==> config.mk <==
export PLATFORM = sky130hd
export DESIGN_NAME = bcd_addsub_serial
export DESIGN_NICKNAME = d
export VERILOG_FILES = /design/src/rtl/bcd_pkg.sv /design/src/rtl/bcd_digit_addsub.sv /design/src/rtl/bcd_addsub_serial.sv
export SDC_FILE = /design/constraint.sdc
export NUM_CORES = 1
export LEC_CHECK = 0
export CAP_MARGIN = 20
export CELL_PAD_IN_SITES_DETAIL_PLACEMENT = 0
export CELL_PAD_IN_SITES_GLOBAL_PLACEMENT = 1
export CORE_UTILIZATION = 44
export CTS_CLUSTER_SIZE = 8
export DETAILED_ROUTE_END_ITERATION = 8
export PLACE_DENSITY_LB_ADDON = 0.08
export SYNTH_ARGS = -nofsm -noshare
export SYNTH_HDL_FRONTEND = slang
export SYNTH_HIERARCHICAL = 1
export SYNTH_SLANG_ARGS = --single-unit
==> constraint.sdc <==
create_clock -name clk -period 6.7 [get_ports clk]
set_input_delay 1.34 -clock clk [delete_from_list [all_inputs] [get_ports clk]]
set_output_delay 1.34 -clock clk [all_outputs]
set_load 0.1 [all_outputs]
==> src/rtl/bcd_pkg.sv <==
// Shared constants for the serial BCD add/subtract block: op codes, FSM encoding,
// digit width and a helper that flags non-BCD digits in a packed operand.
package bcd_pkg;

  localparam int DIGIT_W = 4;

  localparam logic [1:0] OP_ADD = 2'd1;
  localparam logic [1:0] OP_SUB = 2'd2;

  localparam logic MODE_ADD = 1'b0;
  localparam logic MODE_SUB = 1'b1;

  typedef logic [1:0] state_t;

  localparam state_t S_IDLE = 2'd0;
  localparam state_t S_RUN  = 2'd1;
  localparam state_t S_NEG  = 2'd2;
  localparam state_t S_DONE = 2'd3;

  // Operands are zero-extended to the widest legal size (8 digits) before the scan.
  function automatic logic has_bad_digit(input logic [31:0] v, input int n);
    logic bad;
    bad = 1'b0;
    for (int i = 0; i < 8; i++) begin
      if (i < n && v[4*i +: 4] > 4'd9) bad = 1'b1;
    end
    return bad;
  endfunction

endpackage

==> src/rtl/bcd_digit_addsub.sv <==
// One BCD digit of add (x+y+cin) or subtract (x-y-cin) with decimal carry/borrow.
// Shared by the magnitude pass and the ten's-complement pass of the top level.
module bcd_digit_addsub
  import bcd_pkg::*;
(
  input  logic [DIGIT_W-1:0] x,
  input  logic [DIGIT_W-1:0] y,
  input  logic               cin,
  input  logic               mode,
  output logic [DIGIT_W-1:0] digit,
  output logic               cout
);

  logic [4:0] sum;
  logic [4:0] sub_rhs;

  always_comb begin
    sum     = {1'b0, x} + {1'b0, y} + {4'd0, cin};
    sub_rhs = {1'b0, y} + {4'd0, cin};
    digit   = '0;
    cout    = 1'b0;
    if (mode == MODE_ADD) begin
      if (sum > 5'd9) begin
        digit = 4'(sum - 5'd10);
        cout  = 1'b1;
      end else begin
        digit = sum[3:0];
      end
    end else begin
      // Borrow whenever the subtrahend (plus incoming borrow) exceeds x.
      if ({1'b0, x} < sub_rhs) begin
        digit = 4'({1'b0, x} + 5'd10 - sub_rhs);
        cout  = 1'b1;
      end else begin
        digit = 4'({1'b0, x} - sub_rhs);
      end
    end
  end

endmodule

==> src/rtl/bcd_addsub_serial.sv <==
// Digit-serial packed-BCD adder/subtractor: one digit per clock LSB first, with an
// optional ten's-complement pass so a negative difference is reported as sign+magnitude.
module bcd_addsub_serial
  import bcd_pkg::*;
#(
  parameter int NDIGITS = 4
) (
  input  logic                       clk,
  input  logic                       reset,
  input  logic                       start,
  input  logic [1:0]                 op,
  input  logic [DIGIT_W*NDIGITS-1:0] a,
  input  logic [DIGIT_W*NDIGITS-1:0] b,
  output logic                       busy,
  output logic                       done,
  output logic [DIGIT_W*NDIGITS-1:0] result,
  output logic                       negative,
  output logic                       overflow,
  output logic                       error
);

  localparam int W = DIGIT_W * NDIGITS;
  localparam logic [3:0] LAST_DIGIT = 4'(NDIGITS - 1);

  state_t         state_q, state_d;
  logic [W-1:0]   a_q, a_d, b_q, b_d, res_q, res_d;
  logic [3:0]     cnt_q, cnt_d;
  logic           c_q, c_d, sub_q, sub_d;
  logic           neg_q, neg_d, ovf_q, ovf_d, err_q, err_d;
  logic           busy_q, busy_d, done_q, done_d;

  logic [DIGIT_W-1:0] dx, dy, dig;
  logic               dmode, dcout;
  logic               invalid;

  // The NEG pass reuses the digit unit as 0 - r_i - c on the result register.
  assign dx    = (state_q == S_NEG) ? '0 : a_q[DIGIT_W-1:0];
  assign dy    = (state_q == S_NEG) ? res_q[DIGIT_W-1:0] : b_q[DIGIT_W-1:0];
  assign dmode = (state_q == S_NEG) ? MODE_SUB : sub_q;

  bcd_digit_addsub u_digit (
    .x     (dx),
    .y     (dy),
    .cin   (c_q),
    .mode  (dmode),
    .digit (dig),
    .cout  (dcout)
  );

  assign invalid = ((op != OP_ADD) && (op != OP_SUB)) ||
                   has_bad_digit(32'(a), NDIGITS) || has_bad_digit(32'(b), NDIGITS);

  always_comb begin
    state_d = state_q;
    a_d     = a_q;
    b_d     = b_q;
    res_d   = res_q;
    cnt_d   = cnt_q;
    c_d     = c_q;
    sub_d   = sub_q;
    neg_d   = neg_q;
    ovf_d   = ovf_q;
    err_d   = err_q;
    busy_d  = busy_q;
    done_d  = 1'b0;
    case (state_q)
      S_IDLE: begin
        busy_d = 1'b0;
        if (start) begin
          a_d   = a;
          b_d   = b;
          sub_d = (op == OP_SUB);
          res_d = '0;
          cnt_d = '0;
          c_d   = 1'b0;
          neg_d = 1'b0;
          ovf_d = 1'b0;
          err_d = invalid;
          if (invalid) begin
            state_d = S_DONE;
            done_d  = 1'b1;
          end else begin
            state_d = S_RUN;
            busy_d  = 1'b1;
          end
        end
      end
      S_RUN: begin
        res_d = {dig, res_q[W-1:DIGIT_W]};
        a_d   = a_q >> DIGIT_W;
        b_d   = b_q >> DIGIT_W;
        c_d   = dcout;
        cnt_d = cnt_q + 4'd1;
        if (cnt_q == LAST_DIGIT) begin
          cnt_d = '0;
          if (sub_q && dcout) begin
            neg_d   = 1'b1;
            c_d     = 1'b0;
            state_d = S_NEG;
          end else begin
            if (!sub_q && dcout) begin
              ovf_d = 1'b1;
              res_d = {NDIGITS{4'd9}};
            end
            state_d = S_DONE;
            busy_d  = 1'b0;
            done_d  = 1'b1;
          end
        end
      end
      S_NEG: begin
        res_d = {dig, res_q[W-1:DIGIT_W]};
        c_d   = dcout;
        cnt_d = cnt_q + 4'd1;
        if (cnt_q == LAST_DIGIT) begin
          cnt_d   = '0;
          state_d = S_DONE;
          busy_d  = 1'b0;
          done_d  = 1'b1;
        end
      end
      default: begin
        state_d = S_IDLE;
      end
    endcase
  end

  always_ff @(posedge clk or posedge reset) begin
    if (reset) begin
      state_q <= S_IDLE;
      a_q     <= '0;
      b_q     <= '0;
      res_q   <= '0;
      cnt_q   <= '0;
      c_q     <= 1'b0;
      sub_q   <= 1'b0;
      neg_q   <= 1'b0;
      ovf_q   <= 1'b0;
      err_q   <= 1'b0;
      busy_q  <= 1'b0;
      done_q  <= 1'b0;
    end else begin
      state_q <= state_d;
      a_q     <= a_d;
      b_q     <= b_d;
      res_q   <= res_d;
      cnt_q   <= cnt_d;
      c_q     <= c_d;
      sub_q   <= sub_d;
      neg_q   <= neg_d;
      ovf_q   <= ovf_d;
      err_q   <= err_d;
      busy_q  <= busy_d;
      done_q  <= done_d;
    end
  end

  assign busy     = busy_q;
  assign done     = done_q;
  assign result   = res_q;
  assign negative = neg_q;
  assign overflow = ovf_q;
  assign error    = err_q;

endmodule
==> results by group <==
Pwr
  • Net Sw Power: 1.11 mW
  • Share of power burned in the clock network: 0.154
  • Int Pwr: 1.28 mW
  • Comb pwr share: 0.606
  • VDD IR max: 383 µV
  • Sw Ratio: 0.463
  • Sequential share of power: 0.241
  • Total power divided by cell area: 543 mW/mm²
  • Leakage power: 1.93 nW

Floorplanning
  • Die width: 91.6 µm
  • Core area: 0.00773 mm²
  • Num ports: 58
  • Starting density of the core: 0.457
  • DIE HEIGHT: 91.6 µm
  • Area of the die: 0.00839 mm²
  • Site row count: 32

Clock tree
  • CTS Buffer Depth: 2
  • Postcts setup bufs: 0
  • CTS Buf Count: 9
  • Clock slew at reported path FFs: 0.07 ns
  • CTS tree: built
  • Post-CTS Resized: 0
  • Clk sinks: 61
  • Hold buffers post-CTS: 0
  • H-tree level count: 3
  • Skew-Pair Late Insertion Delay: 0.34 ns
  • Root buf cell: clkbuf_8

Yosys
  • Largest cells by area after synthesis: dfrtp_1 (43%), mux2i_1 (7.9%), o21ai_0 (6.9%)
  • Commonest cells post-synth: dfrtp_1 (61), nand2_1 (53), o21ai_0 (49)
  • Sequential share of the synthesized area: 0.432
  • Synth warnings: 6
  • Post-synth EDFFs: 0
  • Yosys cell types: 48
  • Post-synthesis cell count: 372
  • Net count after synthesis: 431
  • Post-synthesis cell area: 0.00353 mm²
  • Area leader, netlist: dfrtp_1
  • Yosys reg bits: 61
  • Avg Inst Size Synth: 9.50 µm²
  • Primary FF master, synth: dfrtp_1
  • Yosys top cell area share: 0.432
  • Post-synth ARST share: 1.00
  • Most frequent cell after synthesis: dfrtp_1

Detailed routing
  • TritonRoute pass-1 iters: 5
  • DRC Markers: 0
  • Routed WL per cell: 14.9 µm
  • Via Count: 2,799
  • Initial DRC Count: 130
  • Routed Antenna Nets: 0
  • Post-Route WL: 7930 µm
  • Vias/cell: 5.26

Setup path
  • CP Class: reg2reg
  • CP cell instances: inv_1 > ha_1 > mux2_2 > inv_1 > fa_1 > inv_1 > fa_1 > xnor2_1 > ha_1 > a22o_1 > o31a_1 > a21oi_1 > nand2_1 > a21oi_1 > o21ai_0 > a32o_1
  • Reg2Reg Depth: 16
  • Worst Setup SP: state_q[0]$_DFFE_PP0P_
  • Critical path's top delay family: compound AO/OA/AOI/OAI gates
  • Crit end category: flop
  • CP peak stage delay: 0.51 ns
  • CP Max Fanout: 15
  • Reg2reg start: state_q[0]$_DFFE_PP0P_
  • Req. time, crit path: 6.92 ns
  • Slowest CP cell: ha_1
  • Crit path DAT: 4.52 ns
  • FF-to-FF End: state_q[0]$_DFFE_PP0P_
  • R2R Setup Slk: 2.39 ns
  • Most Frequent Cell on Critical Path: inv_1
  • CP startpoint kind: flop
  • Worst Path Buf+Inv: 3

STA
  • Setup TNS: 0 ns
  • Worst slew pin tran: 1.03 ns
  • Final Hold Viols: 0
  • Peak Freq: 232 MHz
  • Count of pins over their slew limit: 0
  • Hold_ws: 0.479 ns
  • Skew final: 0.00971 ns
  • Fin crit share: 0.643
  • Slew headroom: 0.311
  • RSZ-0062 raised after global routing: no
  • Final setup viols: 0
  • Final min period: 4.31 ns

Min path
  • Hold/Removal Path Class: reg2reg
  • Worst hold start: b_q[4]$_DFFE_PP0P_
  • WHS Endpoint: b_q[4]$_DFFE_PP0P_
  • Hold Path Depth: 2

Cells and area
  • Final core occ: 0.569
  • Layout cells sized above 1: 0.0814
  • Final-layout fill cell count: 729
  • Design Area, Final: 0.00440 mm²
  • Storage cell area: 0.00153 mm²
  • Post-Layout Cell Count: 532
  • Nets: 484
  • # diodes: 0
  • Multi-input logic area: 0.00185 mm²
  • Area growth, synth to finish: 24.4%

Status
  • Status: finished clean

Run
  • Maxcap violations: 0

Placed design
  • Routability Congestion: 0.836
  • Placed cell areas: 0.00417 mm²
  • Input/output buffers: 57
  • Detail Placement HPWL: 5870 µm
  • Dpl cells: 516

Global route
  • Gr ovfl total: 0
  • First-pass GRT wire length: 13,400 µm
  • Initial antenna violation count: 0
  • Global-route usage over all layers: 0.207
  • Vias in the first global route: 2,774
  • Largest net degree at the start of global routing: 62
tightest hold or removal path: cells and delay by family (launching register included):
kind	cells	cell delay, ns
compound gates	1	0.06
flops	1	0.34
simple gates	1	0.04
cells in the final DEF (no fill, tap or decap), types with 2 or more instances in the layout:
cell	count
nor2_1	16
o31ai_1	2
o21ai_0	49
ha_1	17
a22o_1	13
o21ai_2	2
bufinv_16	2
a21boi_0	2
fa_1	4
clkinv_2	2
a21oi_2	2
dfrtp_1	61
o21ai_1	8
xnor2_1	5
nand2b_1	2
clkdlybuf4s50_1	57
inv_1	22
buf_4	2
nand2_1	53
or2_2	2
nand3b_1	2
mux2_2	6
clkbuf_8	10
xor2_1	4
mux2i_1	28
nand3_1	6
nor2b_1	10
a21oi_1	16
layout make-up:
| class | instances | share of cell area |
|---|---|---|
| Timing Repair Buffer | 59 | 0.133 |
| Tap cell | 102 | 0.0290 |
| Clock inverter | 6 | 0.0196 |
| Inverter | 23 | 0.0196 |
| Clock buffer | 10 | 0.0313 |
| Sequential cell | 61 | 0.347 |
| Multi-Input combinational cell | 271 | 0.420 |
power groups by stage:
| stage | combinational, mW | clock, mW | sequential (mW) |
|---|---|---|---|
| final | 1.44 | 0.366 | 0.574 |
| after global routing | 1.62 | 0.388 | 0.590 |
| after CTS | 1.46 | 0.376 | 0.575 |
| after detailed placement | 1.45 | 0 | 0.581 |
| after global placement | 1.43 | 0 | 0.578 |
| after floorplan | 1.02 | 0 | 0.691 |
layer usage:
layer  GRT usage  share of wire  routed length, µm
met5           0              0                  0
met4      0.0701          0.012                 97
met3      0.0381          0.039                306
met2       0.315           0.45               3550
met1       0.297           0.50               3980
how the worst max path moves through the flow:
stage | to | slack [ns] | cells after the start
final | state_q[0]$_DFFE_PP0P_ | 2.39 | 16
after global routing | state_q[0]$_DFFE_PP0P_ | 2.05 | 16
after CTS | state_q[0]$_DFFE_PP0P_ | 2.38 | 16
after detailed placement | state_q[0]$_DFFE_PP0P_ | 2.39 | 16
after global placement | state_q[0]$_DFFE_PP0P_ | 2.54 | 16
after floorplan | result[10]$_DFFE_PP0P_ | 2.73 | 17
registers in the layout, indices dropped and copies added (netlist names):
signal / cells
state_q: 2
negative: 1
c_q: 1
sub_q: 1
result: 16
overflow: 1
cnt_q: 4
busy: 1
a_q: 16
done: 1
error: 1
b_q: 16
per-stage QoR:
step	total power [mW]	setup WS [ns]
2_1_floorplan	1.71	2.73
3_3_place_gp	2.01	2.54
3_5_place_dp	2.03	2.39
4_1_cts	2.41	2.38
5_1_grt	2.60	2.05
6_report	2.38	2.39
logic make-up after synthesis:
logic type      after synthesis  synth area share
xor+xnor                      9            0.0223
flops                        61             0.432
simple gates                103             0.139
compound gates              103             0.174
buf+inv                      40            0.0475
fa+ha+maj                    22            0.0864
mux                          34            0.0984
Note: power is estimated with default switching activity, not from simulation.
